File: src/rtl/inference_sequencer_pkg.sv
// Shared types and constants for the MNIST inference sequencer.
package nn_pkg;

  typedef enum logic [2:0] {
    S_IDLE,
    S_FLAT,
    S_L1,
    S_L2,
    S_ARGMAX,
    S_DONE,
    S_ERR
  } state_t;

  typedef enum logic [2:0] {
    ERR_NONE    = 3'd0,
    ERR_PIXCNT  = 3'd1,
    ERR_TO_FLAT = 3'd2,
    ERR_TO_L1   = 3'd3,
    ERR_TO_L2   = 3'd4,
    ERR_TO_AM   = 3'd5
  } err_code_t;

  localparam int unsigned N_PIXELS_MNIST = 784;
  localparam int unsigned NUM_CLASSES    = 10;
  localparam int unsigned PIX_W          = 10;

  function automatic logic is_busy(input state_t s);
    return (s == S_FLAT) || (s == S_L1) || (s == S_L2) || (s == S_ARGMAX);
  endfunction

endpackage

File: src/rtl/inference_sequencer_if.sv
// Start/done handshake bundle between the sequencer and its datapath stages.
interface inference_sequencer_if;
  logic       flat_start;
  logic       flat_valid;
  logic       flat_done;
  logic       l1_start;
  logic       l1_done;
  logic       l2_start;
  logic       l2_done;
  logic       am_start;
  logic       am_done;
  logic [3:0] am_class;

  modport master (
    output flat_start, l1_start, l2_start, am_start,
    input  flat_valid, flat_done, l1_done, l2_done, am_done, am_class
  );

  modport slave (
    input  flat_start, l1_start, l2_start, am_start,
    output flat_valid, flat_done, l1_done, l2_done, am_done, am_class
  );
endinterface

File: src/rtl/inference_sequencer_stage_watchdog.sv
// Per-stage cycle watchdog: expires on the TIMEOUT-th running cycle since clear.
module stage_watchdog #(
  parameter int unsigned TIMEOUT = 4096
) (
  input  logic clk,
  input  logic reset,
  input  logic clear,
  input  logic run,
  output logic expired
);
  localparam int unsigned CW = (TIMEOUT > 1) ? $clog2(TIMEOUT) : 1;

  logic [CW-1:0] r_cnt;

  always_ff @(posedge clk or posedge reset) begin
    if (reset)                 r_cnt <= '0;
    else if (clear)            r_cnt <= '0;
    else if (run && !expired)  r_cnt <= r_cnt + CW'(1);
  end

  assign expired = run && (r_cnt == CW'(TIMEOUT - 1));
endmodule

File: src/rtl/inference_sequencer.sv
// Schedules flatten -> dense1 -> dense2 -> argmax for one inference, with pixel-count and watchdog checks.
module inference_sequencer
  import nn_pkg::*;
#(
  parameter int unsigned N_PIXELS = 784,
  parameter int unsigned TIMEOUT  = 4096,
  parameter int unsigned CYC_W    = 32
) (
  input  logic             clk,
  input  logic             reset,
  input  logic             start,
  input  logic             abort,
  output logic             busy,
  output logic             done,
  output logic [3:0]       class_out,
  output logic [CYC_W-1:0] cycles,
  output logic             err,
  output logic [2:0]       err_code,
  inference_sequencer_if.master stg
);
  state_t           r_state, w_next;
  logic             r_entry;
  logic [PIX_W-1:0] r_pix, w_pix;
  logic [3:0]       r_class;
  logic [CYC_W-1:0] r_cycles;
  err_code_t        r_code, w_code, w_to_code;
  logic             w_accept, w_busy, w_stage_done, w_expired;

  assign w_busy = is_busy(r_state);

  stage_watchdog #(.TIMEOUT(TIMEOUT)) u_wdog (
    .clk     (clk),
    .reset   (reset),
    .clear   (w_next != r_state),
    .run     (w_busy),
    .expired (w_expired)
  );

  always_comb begin
    w_next       = r_state;
    w_code       = r_code;
    w_accept     = 1'b0;
    w_stage_done = 1'b0;
    w_to_code    = ERR_NONE;
    w_pix        = r_pix;
    // The beat coincident with flat_done is folded into the count being checked.
    if (r_state == S_FLAT && stg.flat_valid && r_pix != '1) w_pix = r_pix + PIX_W'(1);
    case (r_state)
      S_IDLE, S_DONE, S_ERR: begin
        if (start) begin
          w_next   = S_FLAT;
          w_accept = 1'b1;
          w_code   = ERR_NONE;
        end
      end
      S_FLAT: begin
        w_stage_done = stg.flat_done;
        w_to_code    = ERR_TO_FLAT;
        if (stg.flat_done) begin
          if (w_pix == PIX_W'(N_PIXELS)) w_next = S_L1;
          else begin
            w_next = S_ERR;
            w_code = ERR_PIXCNT;
          end
        end
      end
      S_L1: begin
        w_stage_done = stg.l1_done;
        w_to_code    = ERR_TO_L1;
        if (stg.l1_done) w_next = S_L2;
      end
      S_L2: begin
        w_stage_done = stg.l2_done;
        w_to_code    = ERR_TO_L2;
        if (stg.l2_done) w_next = S_ARGMAX;
      end
      S_ARGMAX: begin
        w_stage_done = stg.am_done;
        w_to_code    = ERR_TO_AM;
        if (stg.am_done) w_next = S_DONE;
      end
      default: ;
    endcase
    if (w_busy && !w_stage_done && w_expired) begin
      w_next = S_ERR;
      w_code = w_to_code;
    end
    if (w_busy && abort) begin
      w_next = S_IDLE;
      w_code = r_code;
    end
  end

  always_ff @(posedge clk or posedge reset) begin
    if (reset) begin
      r_state  <= S_IDLE;
      r_entry  <= 1'b0;
      r_pix    <= '0;
      r_class  <= '0;
      r_cycles <= '0;
      r_code   <= ERR_NONE;
    end else begin
      r_state <= w_next;
      r_entry <= (w_next != r_state);
      r_code  <= w_code;
      if (w_accept) begin
        r_pix    <= '0;
        r_class  <= '0;
        r_cycles <= '0;
      end else begin
        if (r_state == S_FLAT) r_pix <= w_pix;
        if (w_busy) r_cycles <= r_cycles + CYC_W'(1);
        if (r_state == S_ARGMAX && w_next == S_DONE) r_class <= stg.am_class;
      end
    end
  end

  assign busy           = w_busy;
  assign done           = (r_state == S_DONE) && r_entry;
  assign err            = (r_state == S_ERR);
  assign err_code       = r_code;
  assign class_out      = r_class;
  assign cycles         = r_cycles;
  assign stg.flat_start = (r_state == S_FLAT)   && r_entry;
  assign stg.l1_start   = (r_state == S_L1)     && r_entry;
  assign stg.l2_start   = (r_state == S_L2)     && r_entry;
  assign stg.am_start   = (r_state == S_ARGMAX) && r_entry;
endmodule
File: src/flat_wrapper.sv
// flat-port wrapper written by rule: the top's interface ports become plain ports
module inference_sequencer_flat import nn_pkg::*;
#(
  parameter int unsigned N_PIXELS = 784,
  parameter int unsigned TIMEOUT  = 4096,
  parameter int unsigned CYC_W    = 32
)
  (clk, reset, start, abort, busy, done, class_out, cycles, err, err_code, stg_flat_start, stg_l1_start, stg_l2_start, stg_am_start, stg_flat_valid, stg_flat_done, stg_l1_done, stg_l2_done, stg_am_done, stg_am_class);
  inference_sequencer_if stg_i ();
  input  logic clk;
  input  logic reset;
  input  logic start;
  input  logic abort;
  output logic busy;
  output logic done;
  output logic [3:0] class_out;
  output logic [CYC_W-1:0] cycles;
  output logic err;
  output logic [2:0] err_code;
  output wire logic [$bits(stg_i.flat_start)-1:0] stg_flat_start;
  output wire logic [$bits(stg_i.l1_start)-1:0] stg_l1_start;
  output wire logic [$bits(stg_i.l2_start)-1:0] stg_l2_start;
  output wire logic [$bits(stg_i.am_start)-1:0] stg_am_start;
  input wire logic [$bits(stg_i.flat_valid)-1:0] stg_flat_valid;
  input wire logic [$bits(stg_i.flat_done)-1:0] stg_flat_done;
  input wire logic [$bits(stg_i.l1_done)-1:0] stg_l1_done;
  input wire logic [$bits(stg_i.l2_done)-1:0] stg_l2_done;
  input wire logic [$bits(stg_i.am_done)-1:0] stg_am_done;
  input wire logic [$bits(stg_i.am_class)-1:0] stg_am_class;
  assign stg_flat_start = stg_i.flat_start;
  assign stg_l1_start = stg_i.l1_start;
  assign stg_l2_start = stg_i.l2_start;
  assign stg_am_start = stg_i.am_start;
  assign stg_i.flat_valid = stg_flat_valid;
  assign stg_i.flat_done = stg_flat_done;
  assign stg_i.l1_done = stg_l1_done;
  assign stg_i.l2_done = stg_l2_done;
  assign stg_i.am_done = stg_am_done;
  assign stg_i.am_class = stg_am_class;
  inference_sequencer #(.N_PIXELS(N_PIXELS), .TIMEOUT(TIMEOUT), .CYC_W(CYC_W)) u_core (.clk(clk), .reset(reset), .start(start), .abort(abort), .busy(busy), .done(done), .class_out(class_out), .cycles(cycles), .err(err), .err_code(err_code), .stg(stg_i));
endmodule
File: config.mk
export PLATFORM = sky130hd
export DESIGN_NAME = inference_sequencer_flat
export DESIGN_NICKNAME = d
export VERILOG_FILES = /design/src/rtl/inference_sequencer_pkg.sv /design/src/rtl/inference_sequencer_if.sv /design/src/rtl/inference_sequencer_stage_watchdog.sv /design/src/rtl/inference_sequencer.sv /design/src/flat_wrapper.sv
export SDC_FILE = /design/constraint.sdc
export NUM_CORES = 1
export LEC_CHECK = 0
export CORE_MARGIN = 1.5
export CORE_UTILIZATION = 58
export DETAILED_ROUTE_END_ITERATION = 8
export PLACE_DENSITY = 0.83
export RECOVER_POWER = 100
export REMOVE_ABC_BUFFERS = 1
export SYNTH_ARGS = -nofsm -noshare
export SYNTH_HDL_FRONTEND = slang
export SYNTH_SLANG_ARGS = --single-unit
File: constraint.sdc
create_clock -name clk -period 6.9 [get_ports clk]
set_clock_uncertainty 0.2 [all_clocks]
set_input_delay 1.725 -clock clk [delete_from_list [all_inputs] [get_ports clk]]
set_output_delay 1.725 -clock clk [all_outputs]
set_load 0.02 [all_outputs]
==> run summary <==
status: complete, but fails checks
failing checks: max-capacitance violations, max-slew violations
CP Capture Type: flop
Synth Area in Compound Gates: 0.120
sw frac: 0.392
Lkg Pwr: 1.96 nW
FF+latch count, synth: 65
Area Growth Syn to Fin: 20.5%
Num CTS Buffers: 9
Async S/R FF share, synth: 1.00
Max Freq: 210 MHz
CP Cell Sequence: dlygate4sd3_1, nand4bb_1, o31ai_1, o41ai_2, a21oi_1, nor4_4, o22ai_1, nor2_1
Max-cap violations: 1
CTS Buffer Depth: 2
Max-Slew Margin vs Limit: -0.105
Net Sw Power: 0.511 mW
post-route setup TNS: 0 ns
diode count: 0
EDFF count, synth: 0
CP arrival: 4.75 ns
Min Hold Slack: 0.324 ns
delay of the slowest cell on the worst path: 0.83 ns
Max IR drop VDD: 0.000265 V
Buffers on Ports: 58
first-pass GRT wire length: 15000 µm
number of global-route vias before repair: 3208
Mapped Cells: 420
largest net degree at the start of global routing: 66
CP Launch Point: stg_flat_valid
post-synth top area cell: dfrtp_1
Die ar.: 7060 µm²
Post-DP HPWL: 5960 µm
Seq/Total Area, Yosys: 0.427
Worst setup SP type: primary input
clock share of power: 0.265
# setup viols final: 0
CP Data Required Time: 6.88 ns
DRC: 0
Worst Setup EP: u_core.u_wdog.r_cnt[9]
fraction of layout cells with a size suffix above 1: 0.0752
I/O Pins: 59
Die H: 84.0 µm
share of the synthesized area in the top cell type: 0.427
Die X: 84.0 µm
number of DRC markers in iteration 0: 197
Power Density: 284 nW/µm²
Hold Path Depth: 2
PostCTS Resize Cnt: 0
clock sink total: 65
fin crit period: 4.77 ns
vias per inst: 5.83
total routed wirelength: 8750 µm
Top FF cell, synth: dfrtp_1
Initial Util: 0.599
RSZ-0062 raised after global routing: false
dpl ws: 2.31 ns
Cells after DPL: 540
vias: 3244
worst min path class: flop to flop
Final Slew Violations: 37
H-tree levels: 3
initial antenna violation count: 0
Int Power: 0.792 mW
Worst-Margin Slew: 1.66 ns
most frequent cell after synthesis: dfrtp_1
gr usage total: 0.264
Final period util: 0.691
endpoints failing hold: 0
worst setup margin: 2.13 ns
Reg clk slew, reported paths: 0.07 ns
flop2flop setup slack: 2.95 ns
commonest cells in the netlist: dfrtp_1, nor2_1, nand2_1
CTS Hold Bufs: 0
Simple-Gate Fraction of Synth Area: 0.292
XOR/XNOR Fraction of Synth Area: 0.0875
Netlist Area Pre-Place: 3800 µm²
cell at the root of the clock tree: clkbuf_8
critical path type: primary input to flop
utilization after layout: 0.722
Placed Area: 4390 µm²
Finished Layout Cells: 556
master of the slowest instance on the critical path: o22ai_1
path depth of the worst reg2reg path: 7
row count: 29
adder-cell share of the synthesized area: 0.00987
mux share of post-synthesis cell area: 0.0224
Logic pwr share: 0.358
leading post-synthesis cells by cell area: dfrtp_1, nor2_1, xor2_1
remaining antenna violation count after routing: 0
Pwr Total: 1.30 mW
CTS tree: yes
YS warnings: 0
largest family of logic cells by synthesized area: simple AND/OR/NAND/NOR gates
post-CTS setup buffers: 0
Core Region: 6350 µm²
Overflow after GRT: 0
final RePlAce weighted congestion: 0.873
reg2reg end: u_core.err_code[0]
sequential power share: 0.377
wire per inst: 15.7 µm
Cell variety after synth: 68
nets: 490
cell area after layout: 4580 µm²
RR Startpoint: u_core.r_state[2]
clk_lat worst skew: 0.34 ns
average size of a mapped cell: 9.06 µm²
First-pass DRT Iterations: 4
Crit Path Max Fanout: 13
## worst min path at each step
stage          slack, ns                  end           startpoint
4_1_cts             0.33  u_core.class_out[2]  u_core.class_out[2]
6_report            0.32  u_core.class_out[2]  u_core.class_out[2]
3_5_place_dp        0.31   u_core.err_code[0]   u_core.err_code[0]
3_3_place_gp        0.32  u_core.class_out[0]  u_core.class_out[0]
5_1_grt             0.35   u_core.err_code[0]   u_core.err_code[0]
2_1_floorplan       0.30      u_core.r_pix[9]      u_core.r_pix[9]
## final cells by class
type                       count  area (µm²)
clock buffer                  12         165
clock inverter                 4        50.0
fill                         475        1770
inverter                      13        48.8
multi-input combinational    325        2000
sequential                    65        1630
tap                           77        96.3
timing repair buffer          60         592
## metal layers
| layer | global-route usage | share of wire |
|---|---|---|
| met4 | 0.133 | 0.021 |
| met5 | 0 | 0 |
| met2 | 0.413 | 0.47 |
| met3 | 0.0574 | 0.065 |
| met1 | 0.348 | 0.44 |
## cell families after synthesis
group / count (synthesis)
AND/OR/NAND/NOR: 208
AO/OA/AOI/OAI: 68
flip-flops: 65
XOR/XNOR: 38
buffers and inverters: 30
multiplexers: 8
adder cells (fa/ha/maj): 3
## state kept, by name, indices dropped and copies added (netlist names)
name,flops
u_core.r_pix,10
u_core.cycles,32
u_core.u_wdog.r_cnt,12
u_core.err_code,3
u_core.r_entry,1
u_core.r_state,3
u_core.class_out,4
## critical path: cells and delay by family
kind	cells	cell delay, ns
and+or+nand+nor	3	0.63
AOI/OAI and AO/OA	4	1.82
buffers and inverters	1	0.57
## power by group through the flow
stage	Combinational [mW]	Clock, mW	Sequential (mW)
finish	0.466	0.345	0.492
global route	0.513	0.366	0.501
global placement	0.482	0	0.496
floorplan	0.306	0	0.508
detailed placement	0.492	0	0.498
CTS	0.495	0.348	0.491
## cell usage in the layout, fill, tap and decap left out, types with 3 or more instances in the layout
cell / count
dfrtp_1: 65
nor2_1: 59
dlygate4sd3_1: 49
nand2_1: 38
o21ai_0: 23
nand3_1: 22
xor2_1: 21
nor3_1: 18
xnor2_1: 17
a21oi_1: 16
inv_1: 12
clkbuf_8: 12
nand4_1: 11
or3_1: 9
clkdlybuf4s50_1: 9
and3_1: 8
mux2i_1: 7
nand2b_1: 5
o211ai_1: 5
and2_1: 5
nor4_1: 4
o22ai_1: 3
o31ai_1: 3
ha_1: 3
No activity file was read; power rests on OpenSTA's default activity.
